**src/rtl/uart_pkg.sv**
```systemverilog
// uart_pkg: definitions shared by the UART TX/RX paths.
//   - wishbone register address map
//   - RX receiver FSM state encoding
//   - line levels and the reset default for the bit-rate divider
package uart_pkg;

  localparam logic [1:0] TX_DATA_ADDR   = 2'b00;
  localparam logic [1:0] RX_DATA_ADDR   = 2'b01;
  localparam logic [1:0] FREQ_DIV_ADDR  = 2'b10;
  localparam logic [1:0] RX_STATUS_ADDR = 2'b11;

  localparam logic HIGH = 1'b1;
  localparam logic LOW  = 1'b0;

  // Reset value of the frequency-divider register (oversample period - 1).
  localparam logic [7:0] FREQ_DIV_RST = 8'd6;

  typedef enum logic [2:0] {
    IDLE  = 3'd0,
    START = 3'd1,
    DATA  = 3'd2,
    STOP  = 3'd3,
    BREAK = 3'd4
  } rx_state_e;

endpackage

```
**src/rtl/uart_rx_fifo.sv**
```systemverilog
// uart_rx_fifo: show-ahead byte FIFO for received UART characters.
// Ports:
//   clk, reset      - clock, synchronous active-low reset
//   push, data_in   - write a byte (ignored when full unless popping too)
//   pop             - drop the head byte (ignored when empty)
//   data_out        - registered head byte; 0 after reset, holds last value when empty
//   full, empty     - occupancy flags
module uart_rx_fifo #(
  parameter int DEPTH = 4
) (
  input  logic       clk,
  input  logic       reset,
  input  logic       push,
  input  logic       pop,
  input  logic [7:0] data_in,
  output logic [7:0] data_out,
  output logic       full,
  output logic       empty
);

  localparam int AW = $clog2(DEPTH);

  logic [7:0]    mem_q [DEPTH];
  logic [AW-1:0] wr_ptr_q, rd_ptr_q, rd_nxt;
  logic [AW:0]   cnt_q;
  logic [7:0]    head_q, head_d;
  logic          do_push, do_pop;

  assign empty    = (cnt_q == '0);
  assign full     = (cnt_q == (AW+1)'(DEPTH));
  assign do_pop   = pop && !empty;
  assign do_push  = push && (!full || do_pop);
  assign rd_nxt   = rd_ptr_q + AW'(1);
  assign data_out = head_q;

  // The head is kept in its own register so the output is reset to 0 and
  // keeps the last byte once the FIFO drains.
  always_comb begin
    head_d = head_q;
    if (do_pop) begin
      if (cnt_q == (AW+1)'(1)) begin
        // Last entry leaves; a simultaneous push becomes the new head.
        if (do_push) head_d = data_in;
      end else begin
        head_d = mem_q[rd_nxt];
      end
    end else if (empty && do_push) begin
      head_d = data_in;
    end
  end

  always_ff @(posedge clk) begin
    if (do_push) mem_q[wr_ptr_q] <= data_in;
  end

  always_ff @(posedge clk) begin
    if (!reset) begin
      wr_ptr_q <= '0;
      rd_ptr_q <= '0;
      cnt_q    <= '0;
      head_q   <= '0;
    end else begin
      head_q <= head_d;
      if (do_push) wr_ptr_q <= wr_ptr_q + AW'(1);
      if (do_pop)  rd_ptr_q <= rd_nxt;
      case ({do_push, do_pop})
        2'b10:   cnt_q <= cnt_q + (AW+1)'(1);
        2'b01:   cnt_q <= cnt_q - (AW+1)'(1);
        default: cnt_q <= cnt_q;
      endcase
    end
  end

endmodule

```
**src/rtl/uart_rx.sv**
```systemverilog
// uart_rx: 16x-oversampling 8N1 UART receiver with a show-ahead RX FIFO.
// Ports:
//   clk, reset    - clock, synchronous active-low reset
//   rx_bit        - asynchronous serial input, idle high
//   freq_divider  - oversample tick period minus one, in clk cycles
//   rx_pop        - pop the FIFO head
//   clear_err     - clear sticky error flags
//   rx_data_out   - FIFO head byte
//   rx_empty, rx_full - FIFO status
//   frame_error   - sticky: stop bit sampled low
//   overrun       - sticky: byte dropped because the FIFO was full
// Build option: define UART_RX_MAJORITY_EN to evaluate each bit by a 2-of-3
// vote over the last three oversample ticks instead of a single sample.
module uart_rx import uart_pkg::*; #(
  parameter int DEPTH = 4
) (
  input  logic       clk,
  input  logic       reset,
  input  logic       rx_bit,
  input  logic [7:0] freq_divider,
  input  logic       rx_pop,
  input  logic       clear_err,
  output logic [7:0] rx_data_out,
  output logic       rx_empty,
  output logic       rx_full,
  output logic       frame_error,
  output logic       overrun
);

  logic [1:0] sync_q;
  logic       rxs;
  logic [7:0] tick_cnt_q;
  logic       tick;
  rx_state_e  state_q;
  logic [3:0] sample_cnt_q;
  logic [2:0] bit_cnt_q;
  logic [7:0] shift_q;
  logic       frame_error_q, frame_error_d;
  logic       overrun_q, overrun_d;
  logic       bit_v;
  logic       stop_eval, push, fe_evt, ov_evt;
  logic       fifo_full;

  // Two-flop synchronizer; resets to the idle (high) line level.
  always_ff @(posedge clk) begin
    if (!reset) sync_q <= {HIGH, HIGH};
    else        sync_q <= {sync_q[0], rx_bit};
  end
  assign rxs = sync_q[1];

  // Oversample tick; >= also recovers promptly if the divider is lowered
  // while the counter is above the new value.
  assign tick = (tick_cnt_q >= freq_divider);
  always_ff @(posedge clk) begin
    if (!reset)    tick_cnt_q <= '0;
    else if (tick) tick_cnt_q <= '0;
    else           tick_cnt_q <= tick_cnt_q + 8'd1;
  end

`ifdef UART_RX_MAJORITY_EN
  // Samples from the two ticks before the evaluation tick.
  logic [1:0] hist_q;
  always_ff @(posedge clk) begin
    if (!reset)    hist_q <= {HIGH, HIGH};
    else if (tick) hist_q <= {hist_q[0], rxs};
  end
  assign bit_v = (hist_q[1] & hist_q[0]) | (hist_q[1] & rxs) | (hist_q[0] & rxs);
`else
  assign bit_v = rxs;
`endif

  // Stop-bit outcome is decoded combinationally so the FIFO and flags update
  // on the evaluation edge itself and are visible the following cycle.
  assign stop_eval     = tick && (state_q == STOP) && (sample_cnt_q == 4'd15);
  assign push          = stop_eval &&  bit_v && (!fifo_full || rx_pop);
  assign ov_evt        = stop_eval &&  bit_v &&   fifo_full && !rx_pop;
  assign fe_evt        = stop_eval && !bit_v;
  // A new event wins over a same-cycle clear.
  assign frame_error_d = fe_evt | (frame_error_q & ~clear_err);
  assign overrun_d     = ov_evt | (overrun_q & ~clear_err);

  always_ff @(posedge clk) begin
    if (!reset) begin
      state_q       <= IDLE;
      sample_cnt_q  <= '0;
      bit_cnt_q     <= '0;
      shift_q       <= '0;
      frame_error_q <= 1'b0;
      overrun_q     <= 1'b0;
    end else begin
      frame_error_q <= frame_error_d;
      overrun_q     <= overrun_d;
      if (tick) begin
        case (state_q)
          IDLE: begin
            if (rxs == LOW) begin
              sample_cnt_q <= '0;
              state_q      <= START;
            end
          end
          START: begin
            if (sample_cnt_q == 4'd7) begin
              if (bit_v == LOW) begin
                sample_cnt_q <= '0;
                bit_cnt_q    <= '0;
                state_q      <= DATA;
              end else begin
                state_q <= IDLE;  // glitch, not a start bit
              end
            end else begin
              sample_cnt_q <= sample_cnt_q + 4'd1;
            end
          end
          DATA: begin
            if (sample_cnt_q == 4'd15) begin
              shift_q[bit_cnt_q] <= bit_v;
              sample_cnt_q       <= '0;
              if (bit_cnt_q == 3'd7) state_q   <= STOP;
              else                   bit_cnt_q <= bit_cnt_q + 3'd1;
            end else begin
              sample_cnt_q <= sample_cnt_q + 4'd1;
            end
          end
          STOP: begin
            if (sample_cnt_q == 4'd15) begin
              sample_cnt_q <= '0;
              // A low stop bit parks in BREAK so a held-low line reports once.
              state_q      <= bit_v ? IDLE : BREAK;
            end else begin
              sample_cnt_q <= sample_cnt_q + 4'd1;
            end
          end
          BREAK: begin
            if (rxs == HIGH) state_q <= IDLE;
          end
          default: state_q <= IDLE;
        endcase
      end
    end
  end

  assign frame_error = frame_error_q;
  assign overrun     = overrun_q;
  assign rx_full     = fifo_full;

  uart_rx_fifo #(.DEPTH(DEPTH)) u_fifo (
    .clk      (clk),
    .reset    (reset),
    .push     (push),
    .pop      (rx_pop),
    .data_in  (shift_q),
    .data_out (rx_data_out),
    .full     (fifo_full),
    .empty    (rx_empty)
  );

endmodule

```
**config.mk**
```make
export PLATFORM = sky130hd
export DESIGN_NAME = uart_rx
export DESIGN_NICKNAME = d
export VERILOG_FILES = /design/src/rtl/uart_pkg.sv /design/src/rtl/uart_rx_fifo.sv /design/src/rtl/uart_rx.sv
export SDC_FILE = /design/constraint.sdc
export NUM_CORES = 1
export LEC_CHECK = 0
export ABC_CLOCK_PERIOD_IN_PS = 2550
export BUFFER_PORTS_ARGS = -buffer_cell sky130_fd_sc_hd__buf_2
export CORE_MARGIN = 4
export CORE_UTILIZATION = 40
export DETAILED_ROUTE_END_ITERATION = 10
export REMOVE_ABC_BUFFERS = 1
export SKIP_CTS_REPAIR_TIMING = 1
export SLEW_MARGIN = 15
export SYNTH_ARGS = -nofsm -noshare
export SYNTH_HDL_FRONTEND = slang
export SYNTH_SLANG_ARGS = --single-unit
```
**constraint.sdc**
```tcl
create_clock -name clk -period 2.55 [get_ports clk]
set_clock_uncertainty 0.1 [all_clocks]
set_input_delay 0.3825 -clock clk [delete_from_list [all_inputs] [get_ports clk]]
set_output_delay 0.3825 -clock clk [all_outputs]
set_load 0.005 [all_outputs]
```
# Yosys cells after proc, flatten, opt, wreduce, memory -nomap -nowiden
# Memory sizes are Yosys's and may differ from the RTL's.
# Index checks and enable logic that the tools add are counted.
[totals]
reg_bits = 45
latchBits = 0
mem_bits_rw = 32
mem_bits_ro = 0
in_bits = 13
output_inout_bits = 12
wordCells = 107
n_memories = 1
[classes]
addsub = 7
mul = 0
div = 0
order_cmp = 3
eq_ne = 20
shifts = 0
n_mux = 28
bitwise_logic = 6
reduce_logical = 30
[mem_list]
columns = ["memory", "depth", "word_bits", "read_ports", "rd_clocked_by_memory_dff", "wr", "line", "source"]
rows = [
  ["u_fifo.mem_q", 4, 8, 1, 0, 1, "uart_rx_fifo.sv:23", "logic [7:0] mem_q [DEPTH];"],
]
[ops]
columns = ["cell", "count"]
rows = [
  ["two-way mux 3 bit", 11],
  ["two-way mux 8 bit", 4],
  ["one-hot mux 3 bit (5 select lines)", 1],
  ["!= test 2 bit (second input constant)", 7],
  ["two-way mux 4 bit", 3],
  ["one-hot mux 3 bit (2 select lines)", 2],
  ["one-hot mux 4 bit (3 select lines)", 1],
  ["logical AND 1 bit", 11],
  ["equality test 3 bit (second input constant)", 3],
  ["adder 8 x 1 -> 8 bit (second input constant)", 1],
  ["bitwise mux 8 bit", 1],
  [">= comparator 8 bit", 1],
  ["AND reduction 7 bit", 1],
  ["adder 3 x 1 -> 3 bit (second input constant)", 2],
  ["equality test 3 x 1 -> 1 bit (second input constant)", 2],
  ["equality test 3 x 2 -> 1 bit (second input constant)", 2],
  ["zero test 3 bit", 2],
  ["AND reduction 6 bit", 1],
  ["nonzero test 2 bit", 3],
  ["adder 2 x 1 -> 2 bit (second input constant)", 2],
  ["adder 4 x 1 -> 4 bit (second input constant)", 1],
  ["equality test 4 x 3 -> 1 bit (second input constant)", 1],
  ["equality test 4 bit (second input constant)", 1],
  ["zero test 1 bit", 4],
  ["18 further kinds", 26],
]

# Longest topological paths before layout
# Gate-level depths: netlist (run 1).
[logic_depth]
depth_word = 9
ltp_mapped = 11
mapped_depth_nobuf = 11

# Cells and area by module
# A second synthesis (run 1) with hierarchy kept.
[hier_totals]
hier_cells = 340
area_unflattened_um2 = 3748.6
[modules_own_cells]
columns = ["mod", "n_inst", "cells_per_inst", "area_per_inst_um2", "seq_area_each_um2"]
rows = [
  ["uart_rx_fifo", 1, 143, 2047.0, 1261.2],
  ["uart_rx", 1, 197, 1701.6, 600.6],
]

# Worst setup path before layout (run 1)
# No wires, ideal clock.
[synth_path]
path_kind = "in2reg"
start = "input freq_divider[5]"
end = "register u_fifo.cnt_q[2]"
setup_ns = 0.070
t_arrival_ns = 2.315
required_time_ns = 2.380
path_slack_ns = 0.065
path_stages = 10
n_path_buf = 0
path_cell_list = "inv_1 -> ha_1 -> a211oi_1 -> nor2_1 -> a31oi_4 -> nor4b_4 -> inv_1 -> ha_1 -> or3_1 -> a21oi_1"
[synth_between]
elab_chain_cells = 8
elab_cells_between_ends = 10
cone_classes = "order compare (1); eq/ne (2); mux (1); reduce/logical (6)"
[synth_rtl]
columns = ["element", "line", "source"]
rows = [
  ["from (decl)", "uart_rx.sv:20", "input logic [7:0] freq_divider,"],
  [">= comparator 8 bit (*)", "uart_rx.sv:53", "assign tick = (tick_cnt_q >= freq_divider);"],
  ["logical AND 1 bit (*) (2 in series)", "uart_rx.sv:74", "assign stop_eval = tick && (state_q == STOP) && (sample_cnt_q == 4'd15);"],
  ["logical AND 1 bit (*) (2 in series)", "uart_rx.sv:75", "assign push = stop_eval && bit_v && (!fifo_full || rx_pop);"],
  ["logical AND 1 bit (*)", "uart_rx_fifo.sv:32", "assign do_push = push && (!full || do_pop);"],
  ["equality test 2 x 1 -> 1 bit / equality test 2 bit (equally long branches)", "uart_rx_fifo.sv:66", "case ({do_push, do_pop})"],
  ["one-hot mux 3 bit (2 select lines) / nonzero test 2 bit (equally long branches)", "-", ""],
  ["to (signal assigned)", "uart_rx_fifo.sv:67", "2'b10: cnt_q <= cnt_q + (AW+1)'(1);"],
  ["to (signal assigned)", "uart_rx_fifo.sv:68", "2'b01: cnt_q <= cnt_q - (AW+1)'(1);"],
  ["to (signal assigned)", "uart_rx_fifo.sv:69", "default: cnt_q <= cnt_q;"],
  ["to (decl)", "uart_rx_fifo.sv:25", "logic [AW:0] cnt_q;"],
]
# Mark *: on every way between the ends. The rest lies on a longest branch, timed or not.
# A chain may end at the register's enable or synchronous reset.

# Final worst setup path (run 1)
[layout_path]
start = "register tick_cnt_q[5]"
end = "register u_fifo.cnt_q[2]"
[layout_between]
elab_chain_cells = 8
elab_cells_between_ends = 10
cone_classes = "order compare (1); eq/ne (2); mux (1); reduce/logical (6)"
[layout_rtl]
columns = ["element", "line", "source"]
rows = [
  ["from (decl)", "uart_rx.sv:32", "logic [7:0] tick_cnt_q;"],
  ["from (signal assigned)", "uart_rx.sv:57", "else tick_cnt_q <= tick_cnt_q + 8'd1;"],
  [">= comparator 8 bit (*)", "uart_rx.sv:53", ""],
  ["logical AND 1 bit (*) (2 in series)", "uart_rx.sv:74", ""],
  ["logical AND 1 bit (*) (2 in series)", "uart_rx.sv:75", ""],
  ["logical AND 1 bit (*)", "uart_rx_fifo.sv:32", ""],
  ["equality test 2 x 1 -> 1 bit / equality test 2 bit (equally long branches)", "uart_rx_fifo.sv:66", ""],
  ["one-hot mux 3 bit (2 select lines) / nonzero test 2 bit (equally long branches)", "-", ""],
]
# Marks and branches as above.

==> results of run 1 <==
[routing by layer]
layer / track usage [%] / vias up
met4: 4.780 / 0
li1: - / 1303
met2: 22.64 / 42
met3: 3.582 / 5
met1: 19.14 / 1220
met5: 0 / -
[through the flow]
stage,setup TNS (ns),power [mW]
floorplan,-0.1688,1.512
CTS,0,2.481
global placement,-0.008848,1.609
global route,0,2.575
finish,0,2.454
detailed placement,0,1.612
[registers in the layout, summed over array words and instances (netlist names), 2 cells and up]
register / count
u_fifo.rd_ptr_q: 2
u_fifo.data_out: 8
u_fifo.wr_ptr_q: 2
u_fifo.mem_q: 32
u_fifo.cnt_q: 3
sample_cnt_q: 4
sync_q: 2
bit_cnt_q: 3
shift_q: 8
state_q: 3
tick_cnt_q: 8
[worst max-delay path: stages (launching register included)]
cell and delay, ns:
dfxtp_1 0.36, ha_1 0.31, a41o_1 0.26, a31oi_4 0.12, nor4b_4 0.24, inv_1 0.13
ha_1 0.23, mux2i_1 0.14, or3_1 0.30, a21oi_1 0.14
[cell usage in the layout, fill, tap and decap left out, types with 3 or more instances in the layout]
master / n
dfxtp_1: 43
edfxtp_1: 32
nand2_1: 25
buf_2: 24
ha_1: 21
nor2_1: 17
inv_1: 16
o21ai_0: 15
mux2i_1: 14
buf_4: 14
a31oi_1: 10
nand4b_1: 9
nand2b_1: 9
xor2_1: 9
nor4_1: 9
clkbuf_8: 9
nand3_1: 8
mux4_2: 8
a22oi_1: 8
nor2b_1: 5
and2_1: 5
o21a_1: 5
nor3_1: 4
and3_1: 4
clkinvlp_4: 4
xnor2_1: 3
[how the worst min path moves through the flow]
stage                                    start                    to  slack, ns  cells past startpoint
final                                   rx_bit  sync_q[0]$_SDFF_PN1_       0.11                      2
after global routing                    rx_bit  sync_q[0]$_SDFF_PN1_       0.12                      2
after CTS                               rx_bit  sync_q[0]$_SDFF_PN1_        0.1                      2
after detailed placement  sync_q[0]$_SDFF_PN1_  sync_q[1]$_SDFF_PN1_       0.29                      1
after global placement    sync_q[0]$_SDFF_PN1_  sync_q[1]$_SDFF_PN1_       0.29                      1
after floorplan           sync_q[0]$_SDFF_PN1_  sync_q[1]$_SDFF_PN1_       0.29                      1
[power by group through the flow]
stage | combinational [mW] | clock, mW | sequential [mW]
after global placement | 0.258 | 0 | 1.35
final | 0.266 | 0.866 | 1.32
after CTS | 0.263 | 0.896 | 1.32
after detailed placement | 0.263 | 0 | 1.35
after global routing | 0.301 | 0.948 | 1.33
after floorplan | 0.169 | 0 | 1.34
[area by class of cell]
cell class	instances	area [um2]
Clock buffer	9	123.9
Clock inverter	7	58.81
Fill cell	864	4945
Inverter	17	63.81
Multi-Input combinational cell	225	1777
Sequential cell	77	1864
Tap cell	111	138.9
Timing Repair Buffer	38	225.2
[cells by family (layout without fill, tap and decap cells)]
group,Yosys count,in the layout
xor+xnor,12,12
mux,22,22
buf+inv,32,71
simple gates,111,111
flops,77,77
compound gates,59,59
fa+ha+maj,21,21
==> impl_metrics.tcl, run 1 <==
set metrics [dict create \
    status "finished, final reports clean" \
    hold_violations 0 \
    fin_ws_ns 0.1588 \
    rr_worst_depth 9 \
    post-route-period-util_pct 93.77 \
    nNetsFinal 402 \
    yosys.area.top_type "edfxtp_1" \
    die_w_um 104.9 \
    fp.dieH_um 104.9 \
    r2r-end "u_fifo.cnt_q[2]$_SDFFE_PN0P_" \
    synth.distinct_cells 53 \
    clkLatencyLatePin_ns 0.34 \
    p_leak_nw 1.585 \
    holdWs_ns 0.1144 \
    clockPowerShare_pct 35.3 \
    top_layer "met4" \
    synth-simple-area-share_pct 17.24 \
    worst_slew_pin_slew_ns 0.5829 \
    finalCriticalPeriod_ns 2.391 \
    p_seq_share_pct 53.9 \
    synth-compound-area-share_pct 11.27 \
    synth_top_area_share_pct 25.61 \
    dpl.cell_count 468 \
    rows 35 \
    drtIter0Drc 148 \
    vdd_drop_max_uv 296.8 \
    crit_type "register to register" \
    overflow 0 \
    ys.flop_type "dfxtp_1" \
    syn_avg_cell_area_um2 11.23 \
    cts_tree "built" \
    synthAdderAreaFrac_pct 7.002 \
    crit_fanout 4 \
    p_switching_mw 0.6853 \
    wl_mm 7.403 \
    r2r_slack_ns 0.16 \
    coreArea_um2 9196 \
    placed_cell_area_um2 4048 \
    synth_area_leaders "edfxtp_1 26%, dfxtp_1 24%, ha_1 7.0%, mux4_2 4.8%, mux2i_1 3.7%" \
    start_util_pct 40.80 \
    clock_sinks 77 \
    fmax_mhz 418.2 \
    post-route-cell-area_um2 4252 \
    crit_start "tick_cnt_q[5]$_SDFF_PP0_" \
    synthArstFlopShare_pct 0 \
    rsz0062_at_grt "no" \
    synth_seq_area_share_pct 49.62 \
    dp_slack_ns 0.01949 \
    cts_buffers 9 \
    place_hpwl_mm 5.390 \
    grt_max_degree 34 \
    relSlewSlack_pct 61.09 \
    clk_pin_slew_ns 0.09 \
    viasPerCell 5.310 \
    cap_violations 0 \
    grt_usage_pct 14.30 \
    pin_count 25 \
    synthCells 334 \
    layout.cells.non_filler 484 \
    clockRootBuffer "clkbuf_8" \
    crit_required_ns 2.73 \
    num_vias 2570 \
    yosysMostFrequentCell "dfxtp_1" \
    yosys_warnings 0 \
    grt_pass1_wl_mm 12.72 \
    cp.arrival_ns 2.57 \
    syn_to_final_growth_pct 13.30 \
    synthTopCellsByCount "45 x dfxtp_1, 32 x edfxtp_1, 25 x nand2_1, 21 x ha_1, 18 x nor2_1" \
    cp-start-kind "register" \
    routed-wl-met2_mm 3.510 \
    first_pass_iters 4 \
    ant_nets 0 \
    cts_max_path_buffers 2 \
    synth_top_family_by_area "simple AND/OR/NAND/NOR gates" \
    routedWlPerCell_um 15.30 \
    p_comb_share_pct 10.8 \
    p_int_mw 1.768 \
    place_congestion 0.8097 \
    crit_path_end "u_fifo.cnt_q[2]$_SDFFE_PN0P_" \
    slew_violations 0 \
    finalSetupViolations 0 \
    grt_pass1_vias 2566 \
    synth.area.mux_share_pct 8.536 \
    drt-met1-wl_mm 3.517 \
    cp-end-kind "register" \
    ys_ff_latch 77 \
    drcViolationCount 0 \
    drive_above_1_share_pct 21.18 \
    die-area_um2 10990 \
    hold_path.class "input pin to register" \
    p_sw_share_pct 27.93 \
    power_density_nw_per_um2 577.1 \
    utilization_pct 46.23 \
    io_buffers 24 \
    antenna-diode-count 0 \
    synthXorXnorAreaFrac_pct 2.801 \
    reg2reg_from "tick_cnt_q[5]$_SDFF_PP0_" \
    antenna_found_initial 0 \
    routed-wl-met3_um 297 \
    htreeDepth 3 \
    synth_area_um2 3752 \
    synth_edf_count 32 \
]
Note: power is estimated with default switching activity, not from simulation.
==> run 2: changes to the inputs <==
--- a/config.mk
+++ b/config.mk
@@ -5,7 +5,7 @@
 export SDC_FILE = /design/constraint.sdc
 export NUM_CORES = 1
 export LEC_CHECK = 0
-export ABC_CLOCK_PERIOD_IN_PS = 2550
+export ABC_CLOCK_PERIOD_IN_PS = 2320
 export BUFFER_PORTS_ARGS = -buffer_cell sky130_fd_sc_hd__buf_2
 export CORE_MARGIN = 4
 export CORE_UTILIZATION = 40
==> constraint.sdc (replaced) <==
create_clock -name clk -period 2.32 [get_ports clk]
set_clock_uncertainty 0.1 [all_clocks]
set_input_delay 0.348 -clock clk [delete_from_list [all_inputs] [get_ports clk]]
set_output_delay 0.348 -clock clk [all_outputs]
set_load 0.005 [all_outputs]
==> run 2 against run 1 <==
Against the previous run: the run now ends with negative setup slack left; via count rose by 3.4%; critical endpoint unchanged; clock power rose by 34%; sequential share of layout area fell by 2.0 points; cell area rose by 4.6%; die area did not move; flip-flop and latch count did not move; first-iteration DRC count fell by 1.4%; power rose by 20%.
==> impl_metrics.tcl, run 2 (synthesis gave the netlist of run 1 again) <==
set metrics [dict create \
    status "finished with violations" \
    violations "negative setup slack" \
    fin_ws_ns -0.005567 \
    hold_violations 0 \
    place_hpwl_mm 5.611 \
    drive_above_1_share_pct 25.45 \
    fmax_mhz 430.0 \
    grt_usage_pct 14.79 \
    coreArea_um2 9196 \
    finalCriticalPeriod_ns 2.326 \
    routedWlPerCell_um 15.47 \
    final_common_cell "dfxtp_1" \
    ant_nets 0 \
    crit_type "register to register" \
    relSlewSlack_pct 62.78 \
    overflow 0 \
    vdd_drop_max_uv 341.3 \
    num_vias 2657 \
    dp_slack_ns -0.1534 \
    nNetsFinal 418 \
    clock_sinks 77 \
    drcViolationCount 0 \
    largest_reg_flops 32 \
    start_util_pct 40.80 \
    cp-start-kind "register" \
    grt_max_degree 34 \
    rsz0062_at_grt "yes" \
    cp-end-kind "register" \
    cts_buffers 9 \
    cts_tree "built" \
    grt_pass1_vias 2676 \
    viasPerCell 5.314 \
    clk_pin_slew_ns 0.09 \
    io_buffers 24 \
    final_cell_mix "44 x dfxtp_1, 32 x edfxtp_1, 28 x buf_4" \
    r2r_slack_ns -0.006 \
    total_power_mw 2.944 \
    worst_slew_pin_slew_ns 0.5563 \
    wl_mm 7.736 \
    clockRootBuffer "clkbuf_8" \
    first_pass_iters 4 \
    crit_fanout 2 \
    cap_violations 0 \
    place_congestion 0.7668 \
    crit_required_ns 2.50 \
    layout.cells.non_filler 500 \
    cp.arrival_ns 2.51 \
    drtIter0Drc 146 \
    power_density_nw_per_um2 661.9 \
    htreeDepth 3 \
    syn_to_final_growth_pct 18.54 \
    slew_violations 0 \
    grt_pass1_wl_mm 13.01 \
    top_register "u_fifo.mem_q" \
    utilization_pct 48.37 \
    dpl.cell_count 482 \
    hold_path.class "input pin to register" \
    p_leak_nw 1.704 \
    clkLatencyLatePin_ns 0.35 \
    rows 35 \
    finalSetupViolations 1 \
    cts_max_path_buffers 2 \
    post-route-period-util_pct 100.2 \
    die_w_um 104.9 \
    antenna_found_initial 0 \
    fp.dieH_um 104.9 \
    antenna-diode-count 0 \
    pin_count 25 \
    die-area_um2 10990 \
]
-- run 2: cell types whose count changed in the layout (fill, tap and decap cells not counted), sizes merged --
cell / change
clkinv: +1
clkinvlp: -3
bufinv: +2
buf: +16
-- run 2: power breakdown --
| part | switching (mW) | internal (mW) | leakage (nW) |
|---|---|---|---|
| logic | 0.191 | 0.143 | 0.870 |
| registers | 0.0268 | 1.42 | 0.722 |
| clock network | 0.541 | 0.623 | 0.112 |
-- run 2: final timing paths --
path / startpoint / cells after the start / endpoint
worst max register to register: tick_cnt_q[0]$_SDFF_PP0_ / 11 / u_fifo.cnt_q[2]$_SDFFE_PN0P_
worst max-delay path: tick_cnt_q[0]$_SDFF_PP0_ / 11 / u_fifo.cnt_q[2]$_SDFFE_PN0P_
worst min-delay path: rx_bit / 2 / sync_q[0]$_SDFF_PN1_
worst min register to register: sync_q[0]$_SDFF_PN1_ / 1 / sync_q[1]$_SDFF_PN1_
-- run 2: metal layers --
layer	global-route usage, %	part of all wire [%]	up-vias
met5	0	0	-
met4	5.155	1.4	0
met3	3.088	2.9	11
met2	24.56	48	39
met1	19.11	47	1267
li1	-	-	1340
-- run 2: area by class of cell --
type,count,area [um2]
fillers,827,4748
flip-flops and latches,77,1863
multi-input cells,225,1783
repair buffers,54,370.4
well taps,111,138.9
clock buffers,9,123.9
clock inverters,7,105.1
inverters,17,63.81
-- run 2: worst max-delay path, stage by stage, from the launching register on --
cell and delay, ns:
dfxtp_2 0.33, inv_1 0.04, ha_1 0.26, nor2b_1 0.05, o21ai_2 0.21, a31oi_4 0.12, nor4b_4 0.33, inv_2 0.10
ha_4 0.18, mux2i_1 0.12, or3_1 0.31, a21oi_1 0.11
-- run 2: stage by stage --
stage | TNS, ns | area (um2) | hold slack [ns]
2_1_floorplan | -2.045 | 3684 | 0.2863
6_report | -0.005567 | 4448 | 0.07528
3_5_place_dp | -1.321 | 4178 | 0.3041
3_3_place_gp | -0.1083 | 4178 | 0.2942
4_1_cts | -0.04918 | 4407 | 0.06860
5_1_grt | -0.1747 | 4448 | 0.09298
